### src/rtl/trace_cmd_sequencer_pkg.sv
// Shared types for the trace command sequencer: command codes, FSM states
// and the default trace-entry layout.
package trace_cmd_sequencer_pkg;

    localparam int ADDR_BITS_DEF = 32;
    localparam int CMDSIZE_DEF   = 4;

    // Trace command codes; 7 and 10-15 are illegal and get dropped.
    typedef enum logic [3:0] {
        RD_DATA   = 4'd0,
        WR_DATA   = 4'd1,
        RD_INST   = 4'd2,
        SNP_INV   = 4'd3,
        SNP_RD    = 4'd4,
        SNP_WR    = 4'd5,
        SNP_RWITM = 4'd6,
        CLEAR     = 4'd8,
        PRINT     = 4'd9
    } trace_cmd_e;

    typedef enum logic [1:0] {
        ST_IDLE  = 2'd0,
        ST_ISSUE = 2'd1,
        ST_WAIT  = 2'd2,
        ST_CTRL  = 2'd3
    } seq_state_e;

    // Default-width layout of one buffered record, MSB first.
    typedef struct packed {
        logic [CMDSIZE_DEF-1:0]   command;
        logic [ADDR_BITS_DEF-1:0] address;
        logic                     last;
    } trace_entry_t;

endpackage

### src/rtl/trace_cmd_sequencer_if.sv
// Trace input, LLC request/response and statistics signals of the sequencer.
// slave = the sequencer itself, master = the trace source / LLC / report side.
interface trace_cmd_sequencer_if #(
    parameter int ADDR_BITS = 32,
    parameter int CMDSIZE   = 4,
    parameter int CNT_W     = 32
);
    logic                 in_valid;
    logic                 in_ready;
    logic [CMDSIZE-1:0]   in_command;
    logic [ADDR_BITS-1:0] in_address;
    logic                 in_last;

    logic                 llc_valid;
    logic                 llc_ready;
    logic [CMDSIZE-1:0]   llc_command;
    logic [ADDR_BITS-1:0] llc_address;
    logic                 llc_rsp_valid;
    logic                 llc_rsp_hit;
    logic                 llc_clear;

    logic                 stats_print;
    logic [CNT_W-1:0]     reads;
    logic [CNT_W-1:0]     writes;
    logic [CNT_W-1:0]     hits;
    logic [CNT_W-1:0]     misses;
    logic [CNT_W-1:0]     snoops;
    logic [CNT_W-1:0]     bad_cmds;
    logic                 done;
    logic                 busy;

    modport slave (
        input  in_valid, in_command, in_address, in_last,
        input  llc_ready, llc_rsp_valid, llc_rsp_hit,
        output in_ready, llc_valid, llc_command, llc_address, llc_clear,
        output stats_print, reads, writes, hits, misses, snoops, bad_cmds,
        output done, busy
    );

    modport master (
        output in_valid, in_command, in_address, in_last,
        output llc_ready, llc_rsp_valid, llc_rsp_hit,
        input  in_ready, llc_valid, llc_command, llc_address, llc_clear,
        input  stats_print, reads, writes, hits, misses, snoops, bad_cmds,
        input  done, busy
    );
endinterface

### src/rtl/trace_cmd_sequencer_fifo.sv
// Generic synchronous FIFO. Pointers carry one extra wrap bit so that
// full and empty are distinguishable; pushes when full and pops when
// empty are ignored.
module trace_fifo #(
    parameter int WIDTH = 37,
    parameter int DEPTH = 8
) (
    input  logic             clk,
    input  logic             rst_n,
    input  logic             i_push,
    input  logic [WIDTH-1:0] i_data,
    input  logic             i_pop,
    output logic [WIDTH-1:0] o_data,
    output logic             o_empty,
    output logic             o_full
);
    localparam int AW = $clog2(DEPTH);
    localparam int PW = AW + 1;

    logic [PW-1:0]    r_wr_ptr;
    logic [PW-1:0]    r_rd_ptr;
    logic [WIDTH-1:0] r_mem [DEPTH];
    logic             w_do_push;
    logic             w_do_pop;

    assign o_empty   = (r_wr_ptr == r_rd_ptr);
    assign o_full    = (r_wr_ptr[AW] != r_rd_ptr[AW]) &&
                       (r_wr_ptr[AW-1:0] == r_rd_ptr[AW-1:0]);
    assign w_do_push = i_push && !o_full;
    assign w_do_pop  = i_pop && !o_empty;
    assign o_data    = r_mem[r_rd_ptr[AW-1:0]];

    // Advance read/write pointers on accepted pushes and pops.
    always_ff @(posedge clk or negedge rst_n) begin
        if (!rst_n) begin
            r_wr_ptr <= PW'(0);
            r_rd_ptr <= PW'(0);
        end else begin
            if (w_do_push) begin
                r_wr_ptr <= r_wr_ptr + PW'(1);
            end
            if (w_do_pop) begin
                r_rd_ptr <= r_rd_ptr + PW'(1);
            end
        end
    end

    // Storage array; contents need no reset since the pointers gate visibility.
    always_ff @(posedge clk) begin
        if (w_do_push) begin
            r_mem[r_wr_ptr[AW-1:0]] <= i_data;
        end
    end

endmodule

### src/rtl/trace_cmd_sequencer.sv
// Trace command sequencer: buffers trace records, dispatches cache/snoop
// operations to the LLC one at a time, executes clear/print locally and
// keeps saturating statistics.
module trace_cmd_sequencer
    import trace_cmd_sequencer_pkg::*;
#(
    parameter int ADDR_BITS = ADDR_BITS_DEF,
    parameter int CMDSIZE   = CMDSIZE_DEF,
    parameter int DEPTH     = 8,
    parameter int CNT_W     = 32
) (
    input  logic clk,
    input  logic rst_n,
    trace_cmd_sequencer_if.slave bus
);
    localparam int ENTRY_W = CMDSIZE + ADDR_BITS + 1;

    typedef struct packed {
        logic [CMDSIZE-1:0]   command;
        logic [ADDR_BITS-1:0] address;
        logic                 last;
    } entry_t;

    // Saturating increment: holds at all-ones instead of wrapping.
    function automatic logic [CNT_W-1:0] sat_inc(input logic [CNT_W-1:0] v);
        logic [CNT_W-1:0] res;
        if (&v) begin
            res = v;
        end else begin
            res = v + CNT_W'(1);
        end
        return res;
    endfunction

    seq_state_e           r_state;
    logic [CMDSIZE-1:0]   r_cmd;
    logic [ADDR_BITS-1:0] r_addr;
    logic                 r_last;
    logic                 r_llc_valid;
    logic                 r_llc_clear;
    logic                 r_stats_print;
    logic                 r_done;
    logic [CNT_W-1:0]     r_reads;
    logic [CNT_W-1:0]     r_writes;
    logic [CNT_W-1:0]     r_hits;
    logic [CNT_W-1:0]     r_misses;
    logic [CNT_W-1:0]     r_snoops;
    logic [CNT_W-1:0]     r_bad;

    entry_t               w_in_entry;
    entry_t               w_head;
    logic [ENTRY_W-1:0]   w_head_bits;
    logic                 w_full;
    logic                 w_empty;
    logic                 w_push;
    logic                 w_pop;
    logic                 w_head_is_op;
    logic                 w_head_is_ctrl;
    logic                 w_cmd_is_read;
    logic                 w_cmd_is_write;
    logic                 w_cmd_is_snoop;

    assign w_in_entry = '{command: bus.in_command, address: bus.in_address, last: bus.in_last};
    assign w_head     = w_head_bits;
    assign w_push     = bus.in_valid && !w_full;
    assign w_pop      = (r_state == ST_IDLE) && !w_empty;

    trace_fifo #(
        .WIDTH (ENTRY_W),
        .DEPTH (DEPTH)
    ) u_fifo (
        .clk     (clk),
        .rst_n   (rst_n),
        .i_push  (w_push),
        .i_data  (w_in_entry),
        .i_pop   (w_pop),
        .o_data  (w_head_bits),
        .o_empty (w_empty),
        .o_full  (w_full)
    );

    // Classify the FIFO head: LLC operation, local control, or illegal.
    always_comb begin
        w_head_is_op   = 1'b0;
        w_head_is_ctrl = 1'b0;
        if (w_head.command <= CMDSIZE'(SNP_RWITM)) begin
            w_head_is_op = 1'b1;
        end else if ((w_head.command == CMDSIZE'(CLEAR)) ||
                     (w_head.command == CMDSIZE'(PRINT))) begin
            w_head_is_ctrl = 1'b1;
        end else begin
            w_head_is_op   = 1'b0;
            w_head_is_ctrl = 1'b0;
        end
    end

    // Decide which statistics the in-flight operation feeds.
    always_comb begin
        w_cmd_is_read  = (r_cmd == CMDSIZE'(RD_DATA)) || (r_cmd == CMDSIZE'(RD_INST));
        w_cmd_is_write = (r_cmd == CMDSIZE'(WR_DATA));
        w_cmd_is_snoop = (r_cmd >= CMDSIZE'(SNP_INV)) && (r_cmd <= CMDSIZE'(SNP_RWITM));
    end

    // Sequencer FSM: pop, dispatch, await response, run control commands.
    always_ff @(posedge clk or negedge rst_n) begin
        if (!rst_n) begin
            r_state       <= ST_IDLE;
            r_cmd         <= CMDSIZE'(0);
            r_addr        <= ADDR_BITS'(0);
            r_last        <= 1'b0;
            r_llc_valid   <= 1'b0;
            r_llc_clear   <= 1'b0;
            r_stats_print <= 1'b0;
            r_done        <= 1'b0;
            r_reads       <= CNT_W'(0);
            r_writes      <= CNT_W'(0);
            r_hits        <= CNT_W'(0);
            r_misses      <= CNT_W'(0);
            r_snoops      <= CNT_W'(0);
            r_bad         <= CNT_W'(0);
        end else begin
            r_llc_clear   <= 1'b0;
            r_stats_print <= 1'b0;
            case (r_state)
                ST_IDLE: begin
                    if (!w_empty) begin
                        r_cmd  <= w_head.command;
                        r_addr <= w_head.address;
                        r_last <= w_head.last;
                        if (w_head_is_op) begin
                            r_llc_valid <= 1'b1;
                            r_state     <= ST_ISSUE;
                        end else if (w_head_is_ctrl) begin
                            r_llc_clear   <= (w_head.command == CMDSIZE'(CLEAR));
                            r_stats_print <= (w_head.command == CMDSIZE'(PRINT));
                            r_state       <= ST_CTRL;
                        end else begin
                            // Illegal command: dropped here, which also completes it.
                            r_bad <= sat_inc(r_bad);
                            if (w_head.last) begin
                                r_done <= 1'b1;
                            end
                        end
                    end
                end
                ST_ISSUE: begin
                    if (bus.llc_ready) begin
                        r_llc_valid <= 1'b0;
                        r_state     <= ST_WAIT;
                    end
                end
                ST_WAIT: begin
                    if (bus.llc_rsp_valid) begin
                        if (w_cmd_is_read) begin
                            r_reads <= sat_inc(r_reads);
                        end
                        if (w_cmd_is_write) begin
                            r_writes <= sat_inc(r_writes);
                        end
                        if ((w_cmd_is_read || w_cmd_is_write) && bus.llc_rsp_hit) begin
                            r_hits <= sat_inc(r_hits);
                        end
                        if ((w_cmd_is_read || w_cmd_is_write) && !bus.llc_rsp_hit) begin
                            r_misses <= sat_inc(r_misses);
                        end
                        if (w_cmd_is_snoop) begin
                            r_snoops <= sat_inc(r_snoops);
                        end
                        if (r_last) begin
                            r_done <= 1'b1;
                        end
                        r_state <= ST_IDLE;
                    end
                end
                ST_CTRL: begin
                    // Clear takes effect as the pulse ends so the pulse cycle sees old values.
                    if (r_cmd == CMDSIZE'(CLEAR)) begin
                        r_reads  <= CNT_W'(0);
                        r_writes <= CNT_W'(0);
                        r_hits   <= CNT_W'(0);
                        r_misses <= CNT_W'(0);
                        r_snoops <= CNT_W'(0);
                        r_bad    <= CNT_W'(0);
                    end
                    if (r_last) begin
                        r_done <= 1'b1;
                    end
                    r_state <= ST_IDLE;
                end
                default: begin
                    r_llc_valid <= 1'b0;
                    r_state     <= ST_IDLE;
                end
            endcase
        end
    end

    assign bus.in_ready    = !w_full;
    assign bus.llc_valid   = r_llc_valid;
    assign bus.llc_command = r_cmd;
    assign bus.llc_address = r_addr;
    assign bus.llc_clear   = r_llc_clear;
    assign bus.stats_print = r_stats_print;
    assign bus.reads       = r_reads;
    assign bus.writes      = r_writes;
    assign bus.hits        = r_hits;
    assign bus.misses      = r_misses;
    assign bus.snoops      = r_snoops;
    assign bus.bad_cmds    = r_bad;
    assign bus.done        = r_done;
    assign bus.busy        = !w_empty || (r_state != ST_IDLE);

endmodule

### src/flat_wrapper.sv
// flat-port wrapper written by rule: the top's interface ports become plain ports
module trace_cmd_sequencer_flat import trace_cmd_sequencer_pkg::*;
#(
    parameter int ADDR_BITS = ADDR_BITS_DEF,
    parameter int CMDSIZE   = CMDSIZE_DEF,
    parameter int DEPTH     = 8,
    parameter int CNT_W     = 32
)
  (clk, rst_n, bus_in_valid, bus_in_command, bus_in_address, bus_in_last, bus_llc_ready, bus_llc_rsp_valid, bus_llc_rsp_hit, bus_in_ready, bus_llc_valid, bus_llc_command, bus_llc_address, bus_llc_clear, bus_stats_print, bus_reads, bus_writes, bus_hits, bus_misses, bus_snoops, bus_bad_cmds, bus_done, bus_busy);
  trace_cmd_sequencer_if #(.ADDR_BITS(ADDR_BITS), .CMDSIZE(CMDSIZE), .CNT_W(CNT_W)) bus_i ();
  input  logic clk;
  input  logic rst_n;
  input wire logic [$bits(bus_i.in_valid)-1:0] bus_in_valid;
  input wire logic [$bits(bus_i.in_command)-1:0] bus_in_command;
  input wire logic [$bits(bus_i.in_address)-1:0] bus_in_address;
  input wire logic [$bits(bus_i.in_last)-1:0] bus_in_last;
  input wire logic [$bits(bus_i.llc_ready)-1:0] bus_llc_ready;
  input wire logic [$bits(bus_i.llc_rsp_valid)-1:0] bus_llc_rsp_valid;
  input wire logic [$bits(bus_i.llc_rsp_hit)-1:0] bus_llc_rsp_hit;
  output wire logic [$bits(bus_i.in_ready)-1:0] bus_in_ready;
  output wire logic [$bits(bus_i.llc_valid)-1:0] bus_llc_valid;
  output wire logic [$bits(bus_i.llc_command)-1:0] bus_llc_command;
  output wire logic [$bits(bus_i.llc_address)-1:0] bus_llc_address;
  output wire logic [$bits(bus_i.llc_clear)-1:0] bus_llc_clear;
  output wire logic [$bits(bus_i.stats_print)-1:0] bus_stats_print;
  output wire logic [$bits(bus_i.reads)-1:0] bus_reads;
  output wire logic [$bits(bus_i.writes)-1:0] bus_writes;
  output wire logic [$bits(bus_i.hits)-1:0] bus_hits;
  output wire logic [$bits(bus_i.misses)-1:0] bus_misses;
  output wire logic [$bits(bus_i.snoops)-1:0] bus_snoops;
  output wire logic [$bits(bus_i.bad_cmds)-1:0] bus_bad_cmds;
  output wire logic [$bits(bus_i.done)-1:0] bus_done;
  output wire logic [$bits(bus_i.busy)-1:0] bus_busy;
  assign bus_i.in_valid = bus_in_valid;
  assign bus_i.in_command = bus_in_command;
  assign bus_i.in_address = bus_in_address;
  assign bus_i.in_last = bus_in_last;
  assign bus_i.llc_ready = bus_llc_ready;
  assign bus_i.llc_rsp_valid = bus_llc_rsp_valid;
  assign bus_i.llc_rsp_hit = bus_llc_rsp_hit;
  assign bus_in_ready = bus_i.in_ready;
  assign bus_llc_valid = bus_i.llc_valid;
  assign bus_llc_command = bus_i.llc_command;
  assign bus_llc_address = bus_i.llc_address;
  assign bus_llc_clear = bus_i.llc_clear;
  assign bus_stats_print = bus_i.stats_print;
  assign bus_reads = bus_i.reads;
  assign bus_writes = bus_i.writes;
  assign bus_hits = bus_i.hits;
  assign bus_misses = bus_i.misses;
  assign bus_snoops = bus_i.snoops;
  assign bus_bad_cmds = bus_i.bad_cmds;
  assign bus_done = bus_i.done;
  assign bus_busy = bus_i.busy;
  trace_cmd_sequencer #(.ADDR_BITS(ADDR_BITS), .CMDSIZE(CMDSIZE), .DEPTH(DEPTH), .CNT_W(CNT_W)) u_core (.clk(clk), .rst_n(rst_n), .bus(bus_i));
endmodule
### config.mk
export PLATFORM = sky130hd
export DESIGN_NAME = trace_cmd_sequencer_flat
export DESIGN_NICKNAME = d
export VERILOG_FILES = /design/src/rtl/trace_cmd_sequencer_pkg.sv /design/src/rtl/trace_cmd_sequencer_if.sv /design/src/rtl/trace_cmd_sequencer_fifo.sv /design/src/rtl/trace_cmd_sequencer.sv /design/src/flat_wrapper.sv
export SDC_FILE = /design/constraint.sdc
export NUM_CORES = 1
export LEC_CHECK = 0
export BUFFER_PORTS_ARGS = -buffer_cell sky130_fd_sc_hd__buf_4
export CAP_MARGIN = 30
export CORE_MARGIN = 4
export CORE_UTILIZATION = 40
export DETAILED_ROUTE_END_ITERATION = 7
export HOLD_SLACK_MARGIN = 0.1
export SLEW_MARGIN = 20
export SYNTH_ARGS = -nofsm -noshare
export SYNTH_HDL_FRONTEND = slang
export SYNTH_SLANG_ARGS = --single-unit
### constraint.sdc
create_clock -name clk -period 13.5 [get_ports clk]
set_clock_uncertainty 0.05 [all_clocks]
set_input_delay 2.025 -clock clk [delete_from_list [all_inputs] [get_ports clk]]
set_output_delay 2.025 -clock clk [all_outputs]
set_load 0.02 [all_outputs]
== After elaboration in Yosys (flattened, before gate mapping) ==
Memory sizes are Yosys's and may differ from the RTL's.
Cells that the tools add are included.
Storage, ports and cells
  bits in writable memories: 296
  memories kept: 1
  bits in registers: 243
  input port bits: 43
  logic and storage cells: 154
  output and inout bits: 234
Cells by class
  multiplexer cells: 56
  eq/ne operators: 31
  order comparisons: 3
  reductions and logical operators: 38
  bitwise logic cells: 1
  add/subtract/negate cells: 8
Memory list
  u_core.u_fifo.r_mem: words 8, bits a word 37, rd ports 1, clocked after Yosys merged registers in 0, wr ports 1, line trace_cmd_sequencer_fifo.sv:22  | logic [WIDTH-1:0] r_mem [DEPTH];
Operators by type and width (count)
  32-bit 2-to-1 mux: 20
  32-bit one-hot mux with 2 select lines: 6
  32-bit by 1-bit adder with 32-bit output, second input constant: 6
  32-bit AND reduction: 6
  5-bit AND reduction: 5
  1-bit 2-to-1 mux: 22
  2-bit inequality test, second input constant: 11
  2-bit by 1-bit inequality test with 1-bit output, second input constant: 8
  4-bit equality test, second input constant: 3
  6-bit AND reduction: 2
  2-bit 2-to-1 mux: 5
  4-bit by 1-bit adder with 4-bit output, second input constant: 2
  4-bit by 3-bit less-or-equal comparator with 1-bit output, second input constant: 2
  1-bit logical AND: 8
  2-bit one-hot mux with 4 select lines: 1
  4-bit AND reduction: 2
  2-bit nonzero test: 4
  2-bit equality test, second input constant: 2
  4-bit by 1-bit equality test with 1-bit output, second input constant: 1
  4-bit by 2-bit equality test with 1-bit output, second input constant: 1
  4-bit equality test: 1
  4-bit by 2-bit greater-or-equal comparator with 1-bit output, second input constant: 1
  4-bit logical NOT: 1
  1-bit logical OR: 4
  11 further kinds: 13

== Logic depth before layout (Yosys ltp) ==
An unclocked memory read counts as a cell.
  depth in word-level cells: 9
  depth in mapped cells: 10
  mapped depth without buffers: 7

== By module ==
From an unflattened synthesis, not the netlist that was laid out.
Second synthesis, totals
  cell total of the unflattened synthesis: 2032
  area total of the unflattened synthesis: 25470.7 um^2
By module, submodules not included
  trace_cmd_sequencer: area each 13576.8 um^2, cells each 1546, times used 1
  trace_fifo: area each 11893.9 um^2, cells each 486, times used 1

== Worst setup path before layout ==
OpenSTA, ideal clock, no wires.
  path kind: input to register
  from: input bus_in_valid
  to: memory u_core.u_fifo.r_mem[0][0], enable pin
  arrival: 4.984 ns
  path buffers: 1
  stages on the path: 4
  path slack: 7.989 ns
  library setup time: 0.477 ns
  cell sequence: and2_1 clkbuf_1 nand2b_1 nor3_1
On the way
  longest elaborated chain between the ends: 4
Ends and longest elaborated chain
  start: declaration: line flat_wrapper.sv:13  | input wire logic [$bits(bus_i.in_valid)-1:0] bus_in_valid;
  1-bit logical AND: line trace_cmd_sequencer.sv:65  | assign w_push = bus.in_valid && !w_full;
  1-bit logical AND: line trace_cmd_sequencer_fifo.sv:29  | assign w_do_push = i_push && !o_full;
  1-bit 2-to-1 mux: line trace_cmd_sequencer_fifo.sv:50  | if (w_do_push) begin
  1-bit 2-to-1 mux (not written as such): line trace_cmd_sequencer_fifo.sv:51  | r_mem[r_wr_ptr[AW-1:0]] <= i_data;
  end: declaration: line trace_cmd_sequencer_fifo.sv:22
Every way passes these cells.

== Worst setup path after layout ==
  from: register u_core.u_fifo.r_rd_ptr[2]
  to: output bus_busy
On the way
  longest elaborated chain between the ends: 3
Ends and longest elaborated chain
  start: declaration: line trace_cmd_sequencer_fifo.sv:21  | logic [PW-1:0] r_rd_ptr;
  start signal: assignment: line trace_cmd_sequencer_fifo.sv:43  | r_rd_ptr <= r_rd_ptr + PW'(1);
  4-bit equality test: line trace_cmd_sequencer_fifo.sv:26  | assign o_empty = (r_wr_ptr == r_rd_ptr);
  1-bit logical NOT: line trace_cmd_sequencer.sv:211  | assign bus.busy = !w_empty || (r_state != ST_IDLE);
  1-bit logical OR: line trace_cmd_sequencer.sv:211
  end: declaration: line flat_wrapper.sv:33  | output wire logic [$bits(bus_i.busy)-1:0] bus_busy;
Every way passes these cells.

==> summary.md <==
| Metric | Value |
|---|---|
| Slew HR | `0.375` |
| Met2 usage | `0.310` |
| Worst setup EP type | `primary output` |
| Post-synthesis cell area | `23900 um^2` |
| Critical path type | `register to primary output` |
| Hold buffer count at cts | `0` |
| Max Slew Vio Count | `0` |
| Area leader, netlist | `edfxtp_1` |
| Met3 usage | `0.0359` |
| Mapped Cells | `1826` |
| Crit path required time | `11.43 ns` |
| Global-route wire length before repair | `95400 um` |
| Total Nets Final | `2142` |
| Final min period | `5.03 ns` |
| Share of post-route cells with drive strength above 1 | `0.241` |
| RR Startpoint | `u_core.r_state[0]` |
| CTS tree | `yes` |
| Cts bufs inserted | `59` |
| Pin count of the biggest net entering global routing | `150` |
| GRT overflow | `0` |
| End of the critical path | `bus_busy` |
| Yosys warning total | `0` |
| CTS max path bufs | `3` |
| Synth async-reset ratio | `0.451` |
| Post-synthesis register bit count | `539` |
| Reg2reg end | `u_core.bus.bad_cmds[5]` |
| Routed WL per cell | `21.2 um` |
| Row count | `89` |
| Pwr Density | `198 nW/um^2` |
| Die H | `252 um` |
| Vias in the first global route | `16200` |
| Maximum fanout along the worst path | `44` |
| Top FF cell, synth | `edfxtp_1` |
| Max-cap viol count | `0` |
| Cell with the most instances after synthesis | `edfxtp_1` |
| Io pins | `277` |
| Area contributors post-synth | `edfxtp_1 (37%), dfrtp_1 (25%), mux4_2 (7.0%)` |
| Root buffer cell | `clkbuf_16` |
| Post-synthesis sequential area ratio | `0.626` |
| # Post-CTS Setup Buffers | `0` |
| Post-DP HPWL | `39400 um` |
| Antenna-violating nets left | `0` |
| GR Util met1 | `0.258` |
| Total Wirelength | `61800 um` |
| Vias/cell | `5.60` |
| DIE AREA | `63700 um^2` |
| Period utilisation layout | `0.372` |
| Clock Sinks | `539` |
| IO Port Bufs | `276` |
| Setup WS pre-CTS | `9.07 ns` |
| CORE AREA | `59100 um^2` |
| Leak | `11.1 nW` |
| Post-CTS Resized | `0` |
| Initial Util | `0.404` |
| Worst reg-to-reg setup slack | `9.66 ns` |
| Worst-Skew Late Latency | `0.62 ns` |
| Fmax | `0.199 GHz` |
| Drt drc | `0` |
| Status | `complete, no violations` |
| Area share of the largest cell type after synthesis | `0.372` |
| Crit start category | `register` |
| Endpoints failing setup | `0` |
| Worst-Margin Slew | `0.938 ns` |
| Post-synth top cells | `edfxtp_1 (296), dfrtp_1 (243), nand2_1 (152), nor2_1 (99), a21oi_1 (89)` |
| Post-synth cell types | `71` |
| H-tree Lvls | `2` |
| DRT Pass-1 Iters | `5` |
| Worst Slack Setup Final | `8.47 ns` |
| Drt first-iter violations | `1021` |
| Avg Cell Area, Syn | `13.1 um^2` |
| Layout Area Growth over Synthesis | `20.7%` |
| Post-synth net total | `1877` |
| Busiest grt layer | `met2` |
| Hold crit path type | `register to register` |
| GP Congestion | `0.823` |
| RSZ-0062 raised after global routing | `no` |
| DIE WIDTH | `252 um` |
| Initial antenna violation count | `3` |
| Vias | `16300` |
| Post-route setup TNS | `0 ns` |
| Start point of the critical path | `u_core.u_fifo.r_rd_ptr[2]` |
| Final hold violation count | `0` |
| CP arrival | `2.95 ns` |
| GRT Resource Usage Total | `0.190` |
| Clock-pin slew on the worst setup and hold paths | `0.06 ns` |
| Worst reg2reg path depth | `5` |
| Peak supply drop | `139 uV` |
| EDFF count, synth | `296` |
[power breakdown]
part / internal, mW / total [mW] / switching, mW
Clock: 0.956 / 1.62 / 0.665
Sequential: 2.06 / 2.34 / 0.280
Combinational: 0.707 / 1.74 / 1.03
[per-stage QoR]
stage / util / area, um^2 / total power [mW] / std cells / hold WS (ns)
2_1_floorplan: - / 23900 / 3.43 / 1826 / 0.401
3_3_place_gp: 0.453 / 26800 / 4.07 / 2797 / 0.412
3_5_place_dp: 0.453 / 26800 / 4.13 / 2799 / 0.426
4_1_cts: 0.487 / 28800 / 5.77 / 2910 / 0.441
5_1_grt: 0.488 / 28800 / 6.02 / 2914 / 0.454
6_report: 0.488 / 28800 / 5.70 / 2915 / 0.434
[worst max-delay path, cell delays in order, from the launching register on]
cell and delay, ns:
dfrtp_2 0.34, buf_4 0.70, xor2_1 0.26, nor4_1 0.69, nand2_1 0.12, buf_4 0.19
[state kept, by name (all words and copies together), names as in the netlist]
name,flops
u_core.bus.snoops,32
u_core.bus.bad_cmds,32
u_core.bus.llc_clear,1
u_core.r_last,1
u_core.bus.llc_command,4
u_core.u_fifo.r_rd_ptr,4
u_core.bus.writes,32
u_core.bus.llc_valid,1
u_core.u_fifo.r_wr_ptr,4
u_core.bus.done,1
u_core.bus.llc_address,32
u_core.r_state,2
u_core.bus.hits,32
u_core.u_fifo.r_mem,296
u_core.bus.stats_print,1
u_core.bus.reads,32
u_core.bus.misses,32
[worst min-delay path by stage]
| stage | cells after the start | slack (ns) | start | to |
|---|---|---|---|---|
| 5_1_grt | 2 | 0.45 | u_core.bus.llc_address[31] | u_core.bus.llc_address[31] |
| 2_1_floorplan | 1 | 0.40 | u_core.r_last | u_core.r_last |
| 6_report | 2 | 0.43 | u_core.bus.llc_address[19] | u_core.bus.llc_address[19] |
| 3_5_place_dp | 2 | 0.43 | u_core.bus.llc_address[27] | u_core.bus.llc_address[27] |
| 3_3_place_gp | 1 | 0.41 | u_core.r_last | u_core.r_last |
| 4_1_cts | 2 | 0.44 | u_core.bus.llc_address[19] | u_core.bus.llc_address[19] |
[layout by cell type (no fill, tap or decap), types with 5 or more instances in the layout]
master / netlist / final
dfrtp_1: 243 / 240
clkbuf_8: 0 / 10
nand2_1: 152 / 151
nor2_1: 99 / 93
a21oi_1: 89 / 89
nor3_1: 41 / 39
xnor2_1: 29 / 29
buf_4: 2 / 295
and3_1: 25 / 25
mux2_2: 6 / 6
mux2i_1: 60 / 60
bufinv_16: 0 / 5
o21ai_1: 8 / 7
nand4_1: 42 / 42
o2111ai_1: 9 / 9
clkinv_1: 0 / 8
nand3_1: 71 / 71
o211ai_1: 19 / 19
o21ai_0: 85 / 85
nand2b_1: 27 / 27
nor4_1: 29 / 29
xor2_1: 37 / 37
or4_1: 46 / 46
clkbuf_16: 0 / 59
or2_2: 5 / 5
and2_1: 11 / 10
o21a_1: 7 / 7
o31a_1: 5 / 5
and4_1: 23 / 23
o31ai_1: 38 / 38
edfxtp_1: 296 / 296
nor2_4: 0 / 6
ha_1: 8 / 8
clkinv_2: 0 / 13
mux4_2: 74 / 74
clkbuf_1: 59 / 10
or3_1: 50 / 50
inv_1: 31 / 31
a21o_1: 6 / 6
[logic make-up (layout without fill, tap and decap cells)]
logic type | count (synthesis) | count (layout) | synth area share
multiplexers | 140 | 140 | 0.0977
AND/OR/NAND/NOR | 652 | 652 | 0.149
buffers and inverters | 129 | 444 | 0.0224
AO/OA/AOI/OAI | 292 | 292 | 0.0764
flip-flops | 539 | 539 | 0.626
XOR/XNOR | 66 | 66 | 0.0242
adder cells (fa/ha/maj) | 8 | 8 | 0.00419
other | 0 | 1 | 0
[per-layer routing]
layer / wire length [um] / part of all wire / vias up
met5: 27 / 0.00044 / -
met2: 29400 / 0.48 / 424
met1: 26900 / 0.44 / 8252
met3: 3650 / 0.059 / 97
li1: - / - / 7533
met4: 1840 / 0.030 / 4
[layout make-up]
cell class	instances	area, um^2
Fill cell	5172	30300
Sequential cell	539	15000
Timing Repair Buffer	302	2320
Clock buffer	79	1650
Tap cell	773	967
Clock inverter	32	338
Inverter	31	116
Antenna cell	1	2.50
Multi-Input combinational cell	1158	8470
(Power assumes the default switching activity.)
